[src/rtl/fpu_pkg.sv]
// rtl/fpu_pkg.sv - shared FPU field constants, status encoding and decoder enums
// Purpose: single source for the FPU word layout (sign [31], exp [30:25],
//   mant [24:0], bias 31), the one-hot status vocabulary shared with the adder,
//   and the float-to-int decoder state/class enums.
// Ports: none (package).
package fpu_pkg;

  localparam int EXP_W  = 6;
  localparam int MANT_W = 25;
  localparam int BIAS   = 31;
  localparam int OUT_W  = 32;
  localparam int SIG_W  = MANT_W + 1;

  // Exponent at which {1,mant} is already the integer value (no shift).
  localparam logic [EXP_W-1:0] E_UNITY = EXP_W'(BIAS + MANT_W);
  // First exponent whose magnitude no longer fits a signed OUT_W result.
  localparam logic [EXP_W-1:0] E_SAT   = EXP_W'(BIAS + OUT_W - 1);

  typedef logic [3:0] fpu_status_t;
  localparam fpu_status_t ST_EXACT     = 4'b0001;
  localparam fpu_status_t ST_INEXACT   = 4'b0010;
  localparam fpu_status_t ST_OVERFLOW  = 4'b0100;
  localparam fpu_status_t ST_UNDERFLOW = 4'b1000;

  typedef enum logic [1:0] {
    IDLE,
    CLASSIFY,
    SHIFT,
    DONE
  } dec_state_t;

  typedef enum logic [2:0] {
    CLS_ZERO,
    CLS_UNDER,
    CLS_OVER,
    CLS_NEG_MAX,
    CLS_NORMAL
  } dec_class_t;

  localparam logic [OUT_W-1:0] INT_MAX    = 32'h7FFF_FFFF;
  localparam logic [OUT_W-1:0] INT_MIN    = 32'h8000_0000;
  // -2^31 is representable exactly, so it escapes the overflow class.
  localparam logic [OUT_W-1:0] NEG_MAX_OP = 32'hFC00_0000;

  function automatic logic [OUT_W-1:0] sat_value(input logic sign);
    return sign ? INT_MIN : INT_MAX;
  endfunction

endpackage

[src/rtl/fpu_dec_classify.sv]
// rtl/fpu_dec_classify.sv - combinational special-case classifier for float-to-int
// Purpose: inspects the registered operand and reports its class, the shift
//   direction and the shift count |e - 56| for the in-range path.
//   Optional macro: FPU_DEC_ROUND_NEAREST_EN lowers the underflow threshold
//   so that |v| in [0.5,1) takes the shift path and can round up to 1.
// Ports:
//   op         in  32  registered float operand
//   cls        out     special-case class
//   shift_left out  1  1 = shift left (e > 56), 0 = shift right
//   cnt        out  6  shift distance; only meaningful for CLS_NORMAL
module fpu_dec_classify
  import fpu_pkg::*;
(
  input  logic [OUT_W-1:0] op,
  output dec_class_t       cls,
  output logic             shift_left,
  output logic [EXP_W-1:0] cnt
);

`ifdef FPU_DEC_ROUND_NEAREST_EN
  localparam logic [EXP_W-1:0] E_LOW = EXP_W'(BIAS - 1);
`else
  localparam logic [EXP_W-1:0] E_LOW = EXP_W'(BIAS);
`endif

  logic [EXP_W-1:0]  e;
  logic [MANT_W-1:0] mant;

  assign e    = op[OUT_W-2 -: EXP_W];
  assign mant = op[MANT_W-1:0];

  always_comb begin
    shift_left = (e > E_UNITY);
    cnt        = (e > E_UNITY) ? (e - E_UNITY) : (E_UNITY - e);
    cls        = CLS_NORMAL;
    if (e == '0 && mant == '0) begin
      cls = CLS_ZERO;
    end else if (e < E_LOW) begin
      cls = CLS_UNDER;
    end else if (op == NEG_MAX_OP) begin
      cls = CLS_NEG_MAX;
    end else if (e >= E_SAT) begin
      cls = CLS_OVER;
    end
  end

endmodule

[src/rtl/fpu_float_to_int.sv]
// rtl/fpu_float_to_int.sv - iterative float-to-signed-int decoder with valid/ready
// Purpose: converts an FPU-format word into a signed 32-bit integer using a
//   one-bit-per-cycle shifter, truncating toward zero, and reports one-hot
//   status (EXACT, INEXACT, OVERFLOW, UNDERFLOW).
//   Optional macro: FPU_DEC_ROUND_NEAREST_EN switches right shifts to
//   round-to-nearest-even using a guard bit plus sticky.
// Ports:
//   clock100KHz in   1  clock, rising edge
//   reset       in   1  asynchronous active-low reset
//   op_in       in  32  float operand
//   in_valid    in   1  op_in valid
//   in_ready    out  1  idle and accepting
//   data_out    out 32  signed result, held after handoff
//   status_out  out  4  one-hot status, held after handoff
//   flags_out   out  1  status is not EXACT
//   out_valid   out  1  result valid
//   out_ready   in   1  consumer accepts result
module fpu_float_to_int
  import fpu_pkg::*;
(
  input  logic             clock100KHz,
  input  logic             reset,
  input  logic [OUT_W-1:0] op_in,
  input  logic             in_valid,
  output logic             in_ready,
  output logic [OUT_W-1:0] data_out,
  output logic [3:0]       status_out,
  output logic             flags_out,
  output logic             out_valid,
  input  logic             out_ready
);

  dec_state_t        state_q, state_d;
  logic [OUT_W-1:0]  op_q, op_d;
  dec_class_t        cls_q, cls_d;
  logic              left_q, left_d;
  logic [EXP_W-1:0]  cnt_q, cnt_d;
  logic [OUT_W-1:0]  mag_q, mag_d;
  logic              sticky_q, sticky_d;
  logic [OUT_W-1:0]  data_q, data_d;
  fpu_status_t       status_q, status_d;
  logic              flags_q, flags_d;
  logic              out_valid_q, out_valid_d;
`ifdef FPU_DEC_ROUND_NEAREST_EN
  logic              guard_q, guard_d;
`endif

  dec_class_t        cls_c;
  logic              left_c;
  logic [EXP_W-1:0]  cnt_c;

  logic [OUT_W-1:0]  res_mag;
  logic              res_inexact;
  logic              res_carry;
  logic              sign;

  assign sign = op_q[OUT_W-1];

  fpu_dec_classify u_classify (
    .op         (op_q),
    .cls        (cls_c),
    .shift_left (left_c),
    .cnt        (cnt_c)
  );

  // Final magnitude before negation; rounding happens here so the sign is
  // applied to an already-rounded value.
  always_comb begin
    res_mag     = mag_q;
    res_inexact = sticky_q;
    res_carry   = 1'b0;
`ifdef FPU_DEC_ROUND_NEAREST_EN
    res_mag     = mag_q + {{(OUT_W-1){1'b0}}, guard_q & (sticky_q | mag_q[0])};
    res_inexact = guard_q | sticky_q;
    res_carry   = res_mag[OUT_W-1];
`endif
  end

  always_comb begin
    state_d     = state_q;
    op_d        = op_q;
    cls_d       = cls_q;
    left_d      = left_q;
    cnt_d       = cnt_q;
    mag_d       = mag_q;
    sticky_d    = sticky_q;
    data_d      = data_q;
    status_d    = status_q;
    flags_d     = flags_q;
    out_valid_d = out_valid_q;
`ifdef FPU_DEC_ROUND_NEAREST_EN
    guard_d     = guard_q;
`endif

    case (state_q)
      IDLE: begin
        if (in_valid) begin
          op_d    = op_in;
          state_d = CLASSIFY;
        end
      end

      CLASSIFY: begin
        cls_d    = cls_c;
        left_d   = left_c;
        cnt_d    = cnt_c;
        mag_d    = OUT_W'({1'b1, op_q[MANT_W-1:0]});
        sticky_d = 1'b0;
`ifdef FPU_DEC_ROUND_NEAREST_EN
        guard_d  = 1'b0;
`endif
        if (cls_c == CLS_NORMAL && cnt_c != '0) begin
          state_d = SHIFT;
        end else begin
          state_d = DONE;
        end
      end

      SHIFT: begin
        if (left_q) begin
          mag_d = mag_q << 1;
        end else begin
          mag_d = mag_q >> 1;
`ifdef FPU_DEC_ROUND_NEAREST_EN
          // The previous guard falls into sticky; the bit now leaving becomes guard.
          guard_d  = mag_q[0];
          sticky_d = sticky_q | guard_q;
`else
          sticky_d = sticky_q | mag_q[0];
`endif
        end
        cnt_d = cnt_q - EXP_W'(1);
        if (cnt_q == EXP_W'(1)) begin
          state_d = DONE;
        end
      end

      DONE: begin
        // First DONE cycle forms the result; after that everything is held
        // until the consumer takes it.
        if (!out_valid_q) begin
          out_valid_d = 1'b1;
          case (cls_q)
            CLS_ZERO: begin
              data_d   = '0;
              status_d = ST_EXACT;
            end
            CLS_UNDER: begin
              data_d   = '0;
              status_d = ST_UNDERFLOW;
            end
            CLS_OVER: begin
              data_d   = sat_value(sign);
              status_d = ST_OVERFLOW;
            end
            CLS_NEG_MAX: begin
              data_d   = INT_MIN;
              status_d = ST_EXACT;
            end
            default: begin
              if (res_carry) begin
                data_d   = sat_value(sign);
                status_d = sign ? ST_INEXACT : ST_OVERFLOW;
              end else begin
                data_d   = sign ? (~res_mag + OUT_W'(1)) : res_mag;
                status_d = res_inexact ? ST_INEXACT : ST_EXACT;
              end
            end
          endcase
          flags_d = (status_d != ST_EXACT);
        end else if (out_ready) begin
          out_valid_d = 1'b0;
          state_d     = IDLE;
        end
      end

      default: state_d = IDLE;
    endcase
  end

  always_ff @(posedge clock100KHz or negedge reset) begin
    if (!reset) begin
      state_q     <= IDLE;
      op_q        <= '0;
      cls_q       <= CLS_ZERO;
      left_q      <= 1'b0;
      cnt_q       <= '0;
      mag_q       <= '0;
      sticky_q    <= 1'b0;
      data_q      <= '0;
      status_q    <= '0;
      flags_q     <= 1'b0;
      out_valid_q <= 1'b0;
`ifdef FPU_DEC_ROUND_NEAREST_EN
      guard_q     <= 1'b0;
`endif
    end else begin
      state_q     <= state_d;
      op_q        <= op_d;
      cls_q       <= cls_d;
      left_q      <= left_d;
      cnt_q       <= cnt_d;
      mag_q       <= mag_d;
      sticky_q    <= sticky_d;
      data_q      <= data_d;
      status_q    <= status_d;
      flags_q     <= flags_d;
      out_valid_q <= out_valid_d;
`ifdef FPU_DEC_ROUND_NEAREST_EN
      guard_q     <= guard_d;
`endif
    end
  end

  assign in_ready   = (state_q == IDLE);
  assign data_out   = data_q;
  assign status_out = status_q;
  assign flags_out  = flags_q;
  assign out_valid  = out_valid_q;

endmodule

[config.mk]
export PLATFORM = sky130hd
export DESIGN_NAME = fpu_float_to_int
export DESIGN_NICKNAME = d
export VERILOG_FILES = /design/src/rtl/fpu_pkg.sv /design/src/rtl/fpu_dec_classify.sv /design/src/rtl/fpu_float_to_int.sv
export SDC_FILE = /design/constraint.sdc
export NUM_CORES = 1
export LEC_CHECK = 0
export BUFFER_PORTS_ARGS = -buffer_cell sky130_fd_sc_hd__buf_2
export CORE_MARGIN = 1
export CORE_UTILIZATION = 40
export CTS_BUF_LIST = sky130_fd_sc_hd__clkbuf_4 sky130_fd_sc_hd__clkbuf_8
export CTS_CLUSTER_DIAMETER = 120
export DETAILED_ROUTE_END_ITERATION = 16
export GPL_ROUTABILITY_DRIVEN = 0
export GPL_TIMING_DRIVEN = 1
export SYNTH_ARGS = -nofsm -noshare
export SYNTH_HDL_FRONTEND = slang
export SYNTH_HIERARCHICAL = 1
export SYNTH_SLANG_ARGS = --single-unit
[constraint.sdc]
create_clock -name clock100KHz -period 2.6 [get_ports clock100KHz]
set_input_delay 0.26 -clock clock100KHz [delete_from_list [all_inputs] [get_ports clock100KHz]]
set_output_delay 0.26 -clock clock100KHz [all_outputs]
set_load 0.02 [all_outputs]
==> summary.md <==
| Metric | Value |
|---|---|
| Dpl cell area | 7090 um2 |
| WP data required | 2.92 ns |
| Critical path depth | 5 |
| RSZ-0062 raised after global routing | false |
| First-pass GRT wire length | 26.6 mm |
| Post-Syn Area per Cell | 9.73 um2 |
| Buffers & Inverters on Critical Path | 0 |
| Synth Register Bits | 115 |
| Post-route antenna net violation count | 0 |
| Dominant cell type by area after synthesis | dfrtp_1 |
| CP max FO | 8 |
| Final slew viol count | 0 |
| Die span in y | 129 um |
| Hold Vio Cnt, Final | 0 |
| DR DRC count | 0 |
| Detailed Route Iter0 Violations | 523 |
| Critical path class | flop to flop |
| CTS tree | done |
| Mapped Area | 6440 um2 |
| Fin nets | 778 |
| CTS Buf Count | 17 |
| Worst-Margin Slew | 0.863 ns |
| TNS Setup | 0 ns |
| Top cells by area, synth | dfrtp_1 (45%), mux2_2 (11%), mux2i_1 (6.2%), a21oi_1 (4.7%), nor2_1 (4.7%) |
| R2r worst-path depth | 5 |
| Area growth syn-to-layout | 15.9% |
| Crit-path cells | nor4_2 -> nand3_1 -> nor3_1 -> nor4_1 -> or3_1 |
| Vias/cell | 5.53 |
| Max-Slew Margin vs Limit | 42.3% |
| Final worst slack | 0.349 ns |
| Post-CTS Setup Repair Bufs | 0 |
| First-pass DRT Iterations | 5 |
| Root buffer cell | clkbuf_8 |
| Final Skew | 0.0126 ns |
| Final Cycle Share | 86.6% |
| Commonest cells after routing, fill and taps aside | dfrtp_1 (115), nor2_1 (80), buf_2 (73) |
| Clk Latency, worst-skew pair | 0.45 ns |
| Most common cell after layout, fill and taps aside | dfrtp_1 |
| Final std cells w/o fill | 955 |
| Distinct cells, synth | 53 |
| Design area | 7460 um2 |
| Design Power | 10.8 mW |
| GRT Total Usage | 20.9% |
| Largest net degree at the start of global routing | 58 |
| Min-delay worst type | input pin to flop |
| Syn. warnings | 6 |
| Ys async rst share | 100% |
| Initial core utilization | 40.8% |
| Rows | 46 |
| Hold Crit Depth | 2 |
| Core footprint | 15,800 um2 |
| Slowest stage delay, CP | 0.64 ns |
| Depth of the CTS H-tree | 4 |
| Clock sink count | 115 |
| Io pins | 75 |
| Vias in the first global route | 5,048 |
| Max stage delay cell, worst path | nor4_2 |
| Vias | 5,281 |
| Gr ovfl total | 0 |
| Syn nets | 711 |
| PD cells | 1450 nW/um2 |
| Hpwl dp | 11.6 mm |
| Fin crit period | 2.25 ns |
| Dpl ws | 0.371 ns |
| CTS clk-pin slew, worst paths | 0.07 ns |
| Die area | 16,600 um2 |
| Top-area cell type share of the netlist area | 44.7% |
| Final antenna diode count | 0 |
| Max-cap violations | 0 |
| Placed insts | 925 |
| Main synth FF type | dfrtp_1 |
| Worst IR Drop VDD | 0.473 mV |
| IO buf count | 74 |
| Finished Core Util | 47.3% |
| Clk buf depth | 2 |
| Status | finished clean |
| Wirelength per Cell | 16.9 um |
| FMAX | 0.444 GHz |
| Die X | 129 um |
| Routed wire length | 16.2 mm |
| Critical Path End Type | flop |
| Initial antenna violation count | 0 |
| Final setup vio count | 0 |
| Worst Path Arrival | 2.57 ns |
| Delay-heaviest family, CP | simple AND/OR/NAND/NOR gates |
| Static Leak | 3.11 nW |
| Part of the Yosys area used for sequential elements | 44.7% |
| Share of layout cells above drive strength 1 | 26.5% |
| Startpoint types | flop |
| Worst hold slack | 0.0439 ns |
| Number of flops mapped to enable cells by yosys | 0 |
| Gate Count Post-Synth | 662 |
-- worst reg2reg max path, stage by stage (launching register included) --
cell	delay (ns)
dfrtp_1	0.50
nor4_2	0.64
nand3_1	0.27
nor3_1	0.27
nor4_1	0.07
or3_1	0.37
-- metal layers --
metal	share of wire, %	global-route usage [%]	up-vias
met4	2.0	8.58	0
met1	48	29.6	2574
met2	44	30.7	169
li1	-	-	2512
met5	0	0	-
met3	5.4	4.66	26
-- synthesized netlist by cell type, drive strengths merged (2+ instances only) --
cell type  instances
or3                4
nand3              9
a31oi              4
buf               12
nor3              13
a21oi             61
xnor2             11
o211ai             7
inv               18
ha                13
o31a               4
dfrtp            115
or4                9
mux2i             40
mux2              61
xor2               7
nand4b             4
o22ai             11
o31ai              9
o41ai              3
nor3b              2
nand2b            10
nand3b             3
o21ai             33
or2                2
nand2             42
nand4              6
nor4              20
clkbuf            34
nor2              80
nor2b              3
-- final cells by class --
cell class              instances  area, um2
inverters                      18       67.6
multi-input cells             483       3310
flip-flops and latches        115       2880
clock buffers                  23        304
well taps                     216        270
repair buffers                 94        576
clock inverters                 6       55.1
fillers                      1546       8310
-- final timing paths --
| path | start | end | slack [ns] |
|---|---|---|---|
| max | mag_q[8] | data_out[22] | 0.35 |
| min | op_in[6] | op_q[6] | 0.04 |
| max reg2reg | mag_q[8] | data_out[22] | 0.35 |
| min reg2reg | status_out[3] | status_out[3] | 0.47 |
| max in group asynchronous | reset | op_q[29] | 1.30 |
| min in group asynchronous | reset | data_out[26] | 0.44 |
-- flip-flops by register name (all words and copies together), names as in the netlist --
register     flops
data_out        32
mag_q           32
op_q            32
cnt_q            6
status_out       4
cls_q            3
state_q          2
flags_out        1
left_q           1
out_valid        1
res_inexact      1
-- repair_timing --
action	in CTS	in global routing
hold endpoints to repair	55	0
resized for setup	0	0
hold buffers	1	0
-- power breakdown --
group	switching, mW	internal (mW)
Combinational	2.97	2.48
Clock	0.700	0.853
Sequential	1.12	2.69
Total	4.78	6.02
-- logic make-up (layout without fill, tap and decap cells) --
kind of cell	Yosys count	count (layout)	share of synthesized area, %
DFF	115	115	44.7
AOI/OAI and AO/OA	140	140	12.8
buffers and inverters	64	141	3.96
and+or+nand+nor	211	211	16.7
xor gates and xnor gates	18	18	2.45
muxes	101	101	16.9
adders and majority gates	13	13	2.53
Power figures use the tool's default switching activity.
